===== src/rtl/clock_ratio_meter.sv =====
// Measures the average period of the asynchronous clk_meas over 2^FRAC_BITS periods.
// Define CLOCK_RATIO_METER_MINMAX_EN to track the shortest and longest single period.
module clock_ratio_meter #(
  parameter int FRAC_BITS        = 8,
  parameter int COUNT_BITS       = 24,
  parameter int EXPECTED_RATIO_Q = 8940,
  parameter int TOLERANCE_Q      = 26,
  parameter int LOCK_WINDOWS     = 2,
  parameter int TIMEOUT_CYCLES   = 4096
) (
  input  logic                  clk_src,
  input  logic                  reset,
  input  logic                  clk_meas,
  input  logic                  enable,
  output logic [COUNT_BITS-1:0] ratio_q,
  output logic                  ratio_valid,
  output logic                  locked,
  output logic                  no_clock,
  output logic [COUNT_BITS-1:0] period_min,
  output logic [COUNT_BITS-1:0] period_max
);

  localparam int IDLE_BITS = $clog2(TIMEOUT_CYCLES + 1);
  localparam int RUN_BITS  = $clog2(LOCK_WINDOWS + 1);

  typedef enum logic [1:0] {IDLE, ARM, MEASURE, NOCLK} state_t;

  state_t                state, state_next;
  logic                  sync1, sync2, hist;
  logic                  meas_edge;
  logic [COUNT_BITS-1:0] cyc_cnt;
  logic [FRAC_BITS-1:0]  per_cnt;
  logic [IDLE_BITS-1:0]  idle_cnt;
  logic [RUN_BITS-1:0]   run_cnt;
  logic                  sat;
  logic                  start, close, advance, timeout, idle_hit;
  logic [COUNT_BITS:0]   cyc_ext, exp_ext, diff;
  logic                  in_tol;

  assign meas_edge = sync2 & ~hist;
  assign idle_hit  = (idle_cnt == IDLE_BITS'(TIMEOUT_CYCLES - 1));
  assign cyc_ext   = {1'b0, cyc_cnt};
  assign exp_ext   = (COUNT_BITS + 1)'(EXPECTED_RATIO_Q);
  assign diff      = (cyc_ext >= exp_ext) ? (cyc_ext - exp_ext) : (exp_ext - cyc_ext);
  assign in_tol    = !sat && (diff <= (COUNT_BITS + 1)'(TOLERANCE_Q));

  // Next state and per-cycle events; enable low overrides edge and timeout.
  always_comb begin
    state_next = state;
    start      = 1'b0;
    close      = 1'b0;
    advance    = 1'b0;
    timeout    = 1'b0;
    unique case (state)
      IDLE: state_next = ARM;
      ARM, NOCLK: begin
        if (meas_edge) begin
          start      = 1'b1;
          state_next = MEASURE;
        end else if (state == ARM && idle_hit) begin
          timeout    = 1'b1;
          state_next = NOCLK;
        end
      end
      MEASURE: begin
        if (meas_edge) begin
          advance = 1'b1;
          close   = (per_cnt == '1);
        end else if (idle_hit) begin
          timeout    = 1'b1;
          state_next = NOCLK;
        end
      end
    endcase
    if (!enable) begin
      state_next = IDLE;
      start      = 1'b0;
      close      = 1'b0;
      advance    = 1'b0;
      timeout    = 1'b0;
    end
  end

  always_ff @(posedge clk_src) begin
    if (reset) begin
      state       <= IDLE;
      sync1       <= 1'b0;
      sync2       <= 1'b0;
      hist        <= 1'b0;
      cyc_cnt     <= '0;
      per_cnt     <= '0;
      idle_cnt    <= '0;
      run_cnt     <= '0;
      sat         <= 1'b0;
      ratio_q     <= '0;
      ratio_valid <= 1'b0;
      locked      <= 1'b0;
      no_clock    <= 1'b0;
    end else begin
      sync1       <= clk_meas;
      sync2       <= sync1;
      hist        <= sync2;
      state       <= state_next;
      ratio_valid <= 1'b0;
      if (!enable || state == IDLE) begin
        cyc_cnt  <= '0;
        per_cnt  <= '0;
        idle_cnt <= '0;
        run_cnt  <= '0;
        sat      <= 1'b0;
        locked   <= 1'b0;
        no_clock <= 1'b0;
      end else begin
        if (meas_edge)
          idle_cnt <= '0;
        else if (idle_cnt != IDLE_BITS'(TIMEOUT_CYCLES))
          idle_cnt <= idle_cnt + 1'b1;
        // A closing edge also opens the next window, so no cycle is lost.
        if (start) begin
          cyc_cnt  <= COUNT_BITS'(1);
          per_cnt  <= '0;
          sat      <= 1'b0;
          no_clock <= 1'b0;
        end else if (close) begin
          ratio_q     <= sat ? '1 : cyc_cnt;
          ratio_valid <= 1'b1;
          cyc_cnt     <= COUNT_BITS'(1);
          sat         <= 1'b0;
          per_cnt     <= per_cnt + 1'b1;
          if (in_tol) begin
            if (run_cnt != RUN_BITS'(LOCK_WINDOWS))
              run_cnt <= run_cnt + 1'b1;
            locked <= (run_cnt >= RUN_BITS'(LOCK_WINDOWS - 1));
          end else begin
            run_cnt <= '0;
            locked  <= 1'b0;
          end
        end else if (state == MEASURE) begin
          if (advance)
            per_cnt <= per_cnt + 1'b1;
          if (cyc_cnt == '1)
            sat <= 1'b1;
          else
            cyc_cnt <= cyc_cnt + 1'b1;
        end
        if (timeout) begin
          no_clock <= 1'b1;
          locked   <= 1'b0;
          run_cnt  <= '0;
        end
      end
    end
  end

`ifdef CLOCK_RATIO_METER_MINMAX_EN
  logic [COUNT_BITS-1:0] last_period;
  logic                  period_new;

  // idle_cnt at an edge is one less than the edge-to-edge distance.
  always_ff @(posedge clk_src) begin
    if (reset) begin
      period_min  <= '1;
      period_max  <= '0;
      last_period <= '0;
      period_new  <= 1'b0;
    end else begin
      period_new  <= (state == MEASURE) && advance;
      last_period <= COUNT_BITS'(idle_cnt) + COUNT_BITS'(1);
      if (state == IDLE && state_next == ARM) begin
        period_min <= '1;
        period_max <= '0;
      end else if (period_new) begin
        if (last_period < period_min)
          period_min <= last_period;
        if (last_period > period_max)
          period_max <= last_period;
      end
    end
  end
`else
  assign period_min = '0;
  assign period_max = '0;
`endif

endmodule


===== config.mk =====
export PLATFORM = sky130hd
export DESIGN_NAME = clock_ratio_meter
export DESIGN_NICKNAME = d
export VERILOG_FILES = /design/src/rtl/clock_ratio_meter.sv
export SDC_FILE = /design/constraint.sdc
export NUM_CORES = 1
export LEC_CHECK = 0
export ABC_AREA = 1
export CORE_AREA = 2 2 106 108
export CTS_BUF_LIST = sky130_fd_sc_hd__clkbuf_8 sky130_fd_sc_hd__clkbuf_16
export DETAILED_ROUTE_END_ITERATION = 12
export DIE_AREA = 0 0 108 110
export HOLD_SLACK_MARGIN = 0.12
export PLACE_DENSITY_LB_ADDON = 0.1
export SLEW_MARGIN = 0
export SYNTH_ARGS = -nofsm -noshare
export SYNTH_HDL_FRONTEND = slang
export SYNTH_SLANG_ARGS = --single-unit
export TNS_END_PERCENT = 30

===== constraint.sdc =====
create_clock -name clk_src -period 4 [get_ports clk_src]
set_input_delay 0.6 -clock clk_src [delete_from_list [all_inputs] [get_ports clk_src]]
set_output_delay 0.6 -clock clk_src [all_outputs]
set_load 0.02 [all_outputs]

==> qor.csv <==
stage,metric,value,unit
floorplan,Die ar.,11880,um^2
setup_path,startpoint types,input pin,
sta,measured slew at the worst slew-check pin,0.7814,ns
yosys,synthesized flop and latch total,80,
sta,skew final,0.01069,ns
setup_path,Most common cell on crit path,inv_1,
power,Max VDD drop,0.2982,mV
layout,nets,829,
global_routing,antenna violations before repair,0,
global_routing,number of global-route vias before repair,4717,
sta,Max Slew Vio Count,0,
floorplan,die width,108,um
drt,DRC errors left,0,
drt,Wirelength per Cell,14.91,um
job,max_cap viols,0,
setup_path,Levels on crit path,10,
floorplan,die span in y,110,um
setup_path,max incr delay on CP,0.49,ns
setup_path,worst-path cell chain,"clkdlybuf4s50_1, inv_1, or2_2, nor2_1, inv_1, nor2_1, nand2_1, inv_1, o21ai_0, a21oi_1",
yosys,Mapped Cells,794,
global_routing,global route total overflow,0,
floorplan,starting density of the core,0.4877,
cts,Post-CTS Setup Repair Bufs,0,
sta,worst setup margin,1.019,ns
layout,FILL cells,1100,
floorplan,Top Ports,79,
hold_path,Hold Crit Depth,2,
sta,Slew HR,0.4759,
setup_path,reg-to-reg startpoint,cyc_cnt[2]$_SDFFE_PP0P_,
drt,Via density,5.299,
setup_path,reg2reg path depth,16,
sta,fin crit period,2.982,ns
layout,register area,1602,um^2
placement,Buffers on Ports,30,
cts,cts repair resizes,0,
drt,total length of routed wires,14320,um
floorplan,Core Area,10700,um^2
setup_path,CP max-delay cell,clkdlybuf4s50_1,
yosys,Post-synth EDFFs,0,
setup_path,WP buf/inv,4,
drt,DR iter-0 viols,375,
placement,cell count after placement,944,
yosys,Post-Syn Area,5218,um^2
layout,share of cells above drive strength 1,0.05610,
setup_path,CP Capture Type,flip-flop,
layout,Multi-input gate area,2960,um^2
drt,via count,5087,
yosys,post-synthesis sequential area ratio,0.3070,
layout,cell area after layout,5590,um^2
sta,Final Cycle Share,0.7454,
setup_path,Worst EP arrival,3.26,ns
power,Lkg Pwr,2.289,nW
yosys,Cell variety after synth,42,
global_routing,total track usage,0.2477,
yosys,yosys warns,0,
cts,Clock Sinks,80,
sta,final setup TNS,0,ns
drt,drt first pass iters,5,
outcome,status,"complete, no violations",
setup_path,critical path type,in -> reg,
cts,hold_buf cts,0,
placement,Routability Congestion,0.9947,
cts,number of H-tree levels,3,
sta,Final Hold Fails,0,
drt,remaining antenna violation count after routing,0,
cts,CTS tree,built,
yosys,ys async rst share,0,
sta,Fmax achieved,0.3354,GHz
sta,Setup Viol. Count Final,0,
setup_path,critical path's top delay family,buffers and inverters,
cts,Worst-path clk slew,0.08,ns
placement,Placement Setup Slack,0.7267,ns
sta,Hold Worst Slack,0.4076,ns
power,pwr dens,260.1,nW/um^2
layout,Layout Cells excl Fill,960,
global_routing,first-pass GRT wire length,22940,um
placement,Post-DP HPWL,11060,um
cts,clk_lat worst skew,0.35,ns
hold_path,Hold Startpoint,sync1$_SDFF_PP0_,
cts,Num CTS Buffers,9,
yosys,synthesized area per cell,6.571,um^2
layout,ANT cells,0,
yosys,top_reg_cell synth,dfxtp_1,
cts,Root Driver,clkbuf_8,
global_routing,pin count of the biggest net entering global routing,30,
floorplan,Core Rows,38,
sta,RSZ-0062 raised after global routing,false,
layout,area grow syn2layout,7.146,%
placement,Post-Place Cell Area,5401,um^2
setup_path,CP required,4.28,ns
hold_path,Hold Crit Class,reg -> reg,
setup_path,crit path from,enable,
setup_path,worst-path maximum fanout,15,
cts,clk buf depth,2,
-- logic make-up (layout without fill, tap and decap cells) --
| logic type | Yosys count | in the layout | synth area share |
|---|---|---|---|
| other | 1 | 48 | 0.0007187 |
| adder cells (fa/ha/maj) | 10 | 10 | 0.02398 |
| AO/OA/AOI/OAI | 139 | 139 | 0.1566 |
| flip-flops | 80 | 80 | 0.3070 |
| AND/OR/NAND/NOR | 388 | 388 | 0.3288 |
| XOR/XNOR | 14 | 14 | 0.02350 |
| buffers and inverters | 162 | 141 | 0.1595 |
-- final cells by class --
| type | count | share of cell area |
|---|---|---|
| Clock buffer | 9 | 0.02216 |
| Clock inverter | 7 | 0.01164 |
| Inverter | 93 | 0.06244 |
| Multi-Input combinational cell | 599 | 0.5295 |
| Sequential cell | 80 | 0.2865 |
| Tap cell | 140 | 0.03133 |
| Timing Repair Buffer | 32 | 0.05640 |
-- worst reg2reg max path, delay by kind of cell (launching register included) --
family	cells	cell delay [ns]
and+or+nand+nor	12	1.74
buffers and inverters	2	0.22
DFF	1	0.49
AOI/OAI and AO/OA	1	0.12
adders and majority gates	1	0.34
-- state kept, by name, summed over array words and instances (netlist names) --
register     flops
sync2            1
locked           1
ratio_valid      1
sat              1
cyc_cnt         24
hist             1
sync1            1
ratio_q         24
idle_cnt        13
per_cnt          8
state            2
run_cnt          2
no_clock         1
-- where the power goes --
group | total, mW | switching (mW) | internal [mW]
combinational | 0.0720 | 0.0606 | 0.0114
clock | 0.583 | 0.300 | 0.283
sequential | 0.799 | 0.00112 | 0.798
-- metrics by stage --
| step | util | power, mW |
|---|---|---|
| after floorplan | - | 0.9136 |
| after global placement | 0.5049 | 0.8884 |
| after detailed placement | 0.5049 | 0.8880 |
| after CTS | 0.5226 | 1.465 |
| after global routing | 0.5226 | 1.504 |
| final | 0.5226 | 1.454 |
-- placed cells by master, fill, tap and decap left out, drive strengths merged --
cell type / Yosys / layout
nand2: 184 / 184
nor2: 108 / 108
inv: 89 / 91
dfxtp: 80 / 80
conb: 1 / 48
nand3: 44 / 44
a21oi: 41 / 41
o21ai: 41 / 41
clkdlybuf4s50: 0 / 30
a31oi: 25 / 25
o21a: 25 / 25
nor3: 25 / 25
nand4: 18 / 18
xor2: 11 / 11
ha: 10 / 10
clkbuf: 10 / 9
clkinv: 4 / 5
xnor2: 3 / 3
a2111oi: 3 / 3
clkinvlp: 0 / 3
or2: 3 / 3
nand3b: 2 / 2
nor4: 2 / 2
buf: 59 / 2
a21boi: 1 / 1
o211ai: 1 / 1
o311a: 1 / 1
a211oi: 1 / 1
nor3b: 1 / 1
and3: 1 / 1
bufinv: 0 / 1
-- layer usage --
metal	global-route usage	vias to the layer above	share of wire
li1	-	2548	-
met1	0.3218	2326	0.44
met2	0.4012	179	0.47
met3	0.04703	34	0.061
met4	0.1117	0	0.028
met5	0	-	0
-- final timing paths --
| path | slack [ns] | endpoint |
|---|---|---|
| max reg2reg | 1.03 | locked$_SDFFE_PP0P_ |
| min reg2reg | 0.41 | sync2$_SDFF_PP0_ |
| max | 1.02 | cyc_cnt[12]$_SDFFE_PP0P_ |
| min | 0.41 | sync2$_SDFF_PP0_ |
-- Yosys cell counts (2+ instances only) --
cell | count | area (um^2)
nand2_1 | 180 | 675.7
nor2_1 | 100 | 375.4
dfxtp_1 | 80 | 1602
inv_1 | 80 | 300.3
buf_4 | 53 | 397.9
a21oi_1 | 40 | 200.2
nand3_1 | 40 | 200.2
o21ai_0 | 36 | 180.2
a31oi_1 | 25 | 156.4
o21a_1 | 25 | 187.7
nor3_1 | 24 | 120.1
nand4_1 | 17 | 106.4
xor2_1 | 11 | 96.34
clkbuf_1 | 10 | 37.54
ha_1 | 10 | 125.1
inv_2 | 9 | 33.78
nor2_4 | 5 | 56.30
o21ai_1 | 5 | 25.02
clkinv_1 | 4 | 15.01
nand2_2 | 4 | 25.02
a2111oi_0 | 3 | 26.28
buf_6 | 3 | 33.78
nor2_2 | 3 | 18.77
xnor2_1 | 3 | 26.28
buf_2 | 2 | 10.01
nand3_2 | 2 | 20.02
nand3_4 | 2 | 35.03
nand3b_1 | 2 | 15.01
nor4_1 | 2 | 12.51
or2_2 | 2 | 12.51
(Power assumes the default switching activity.)
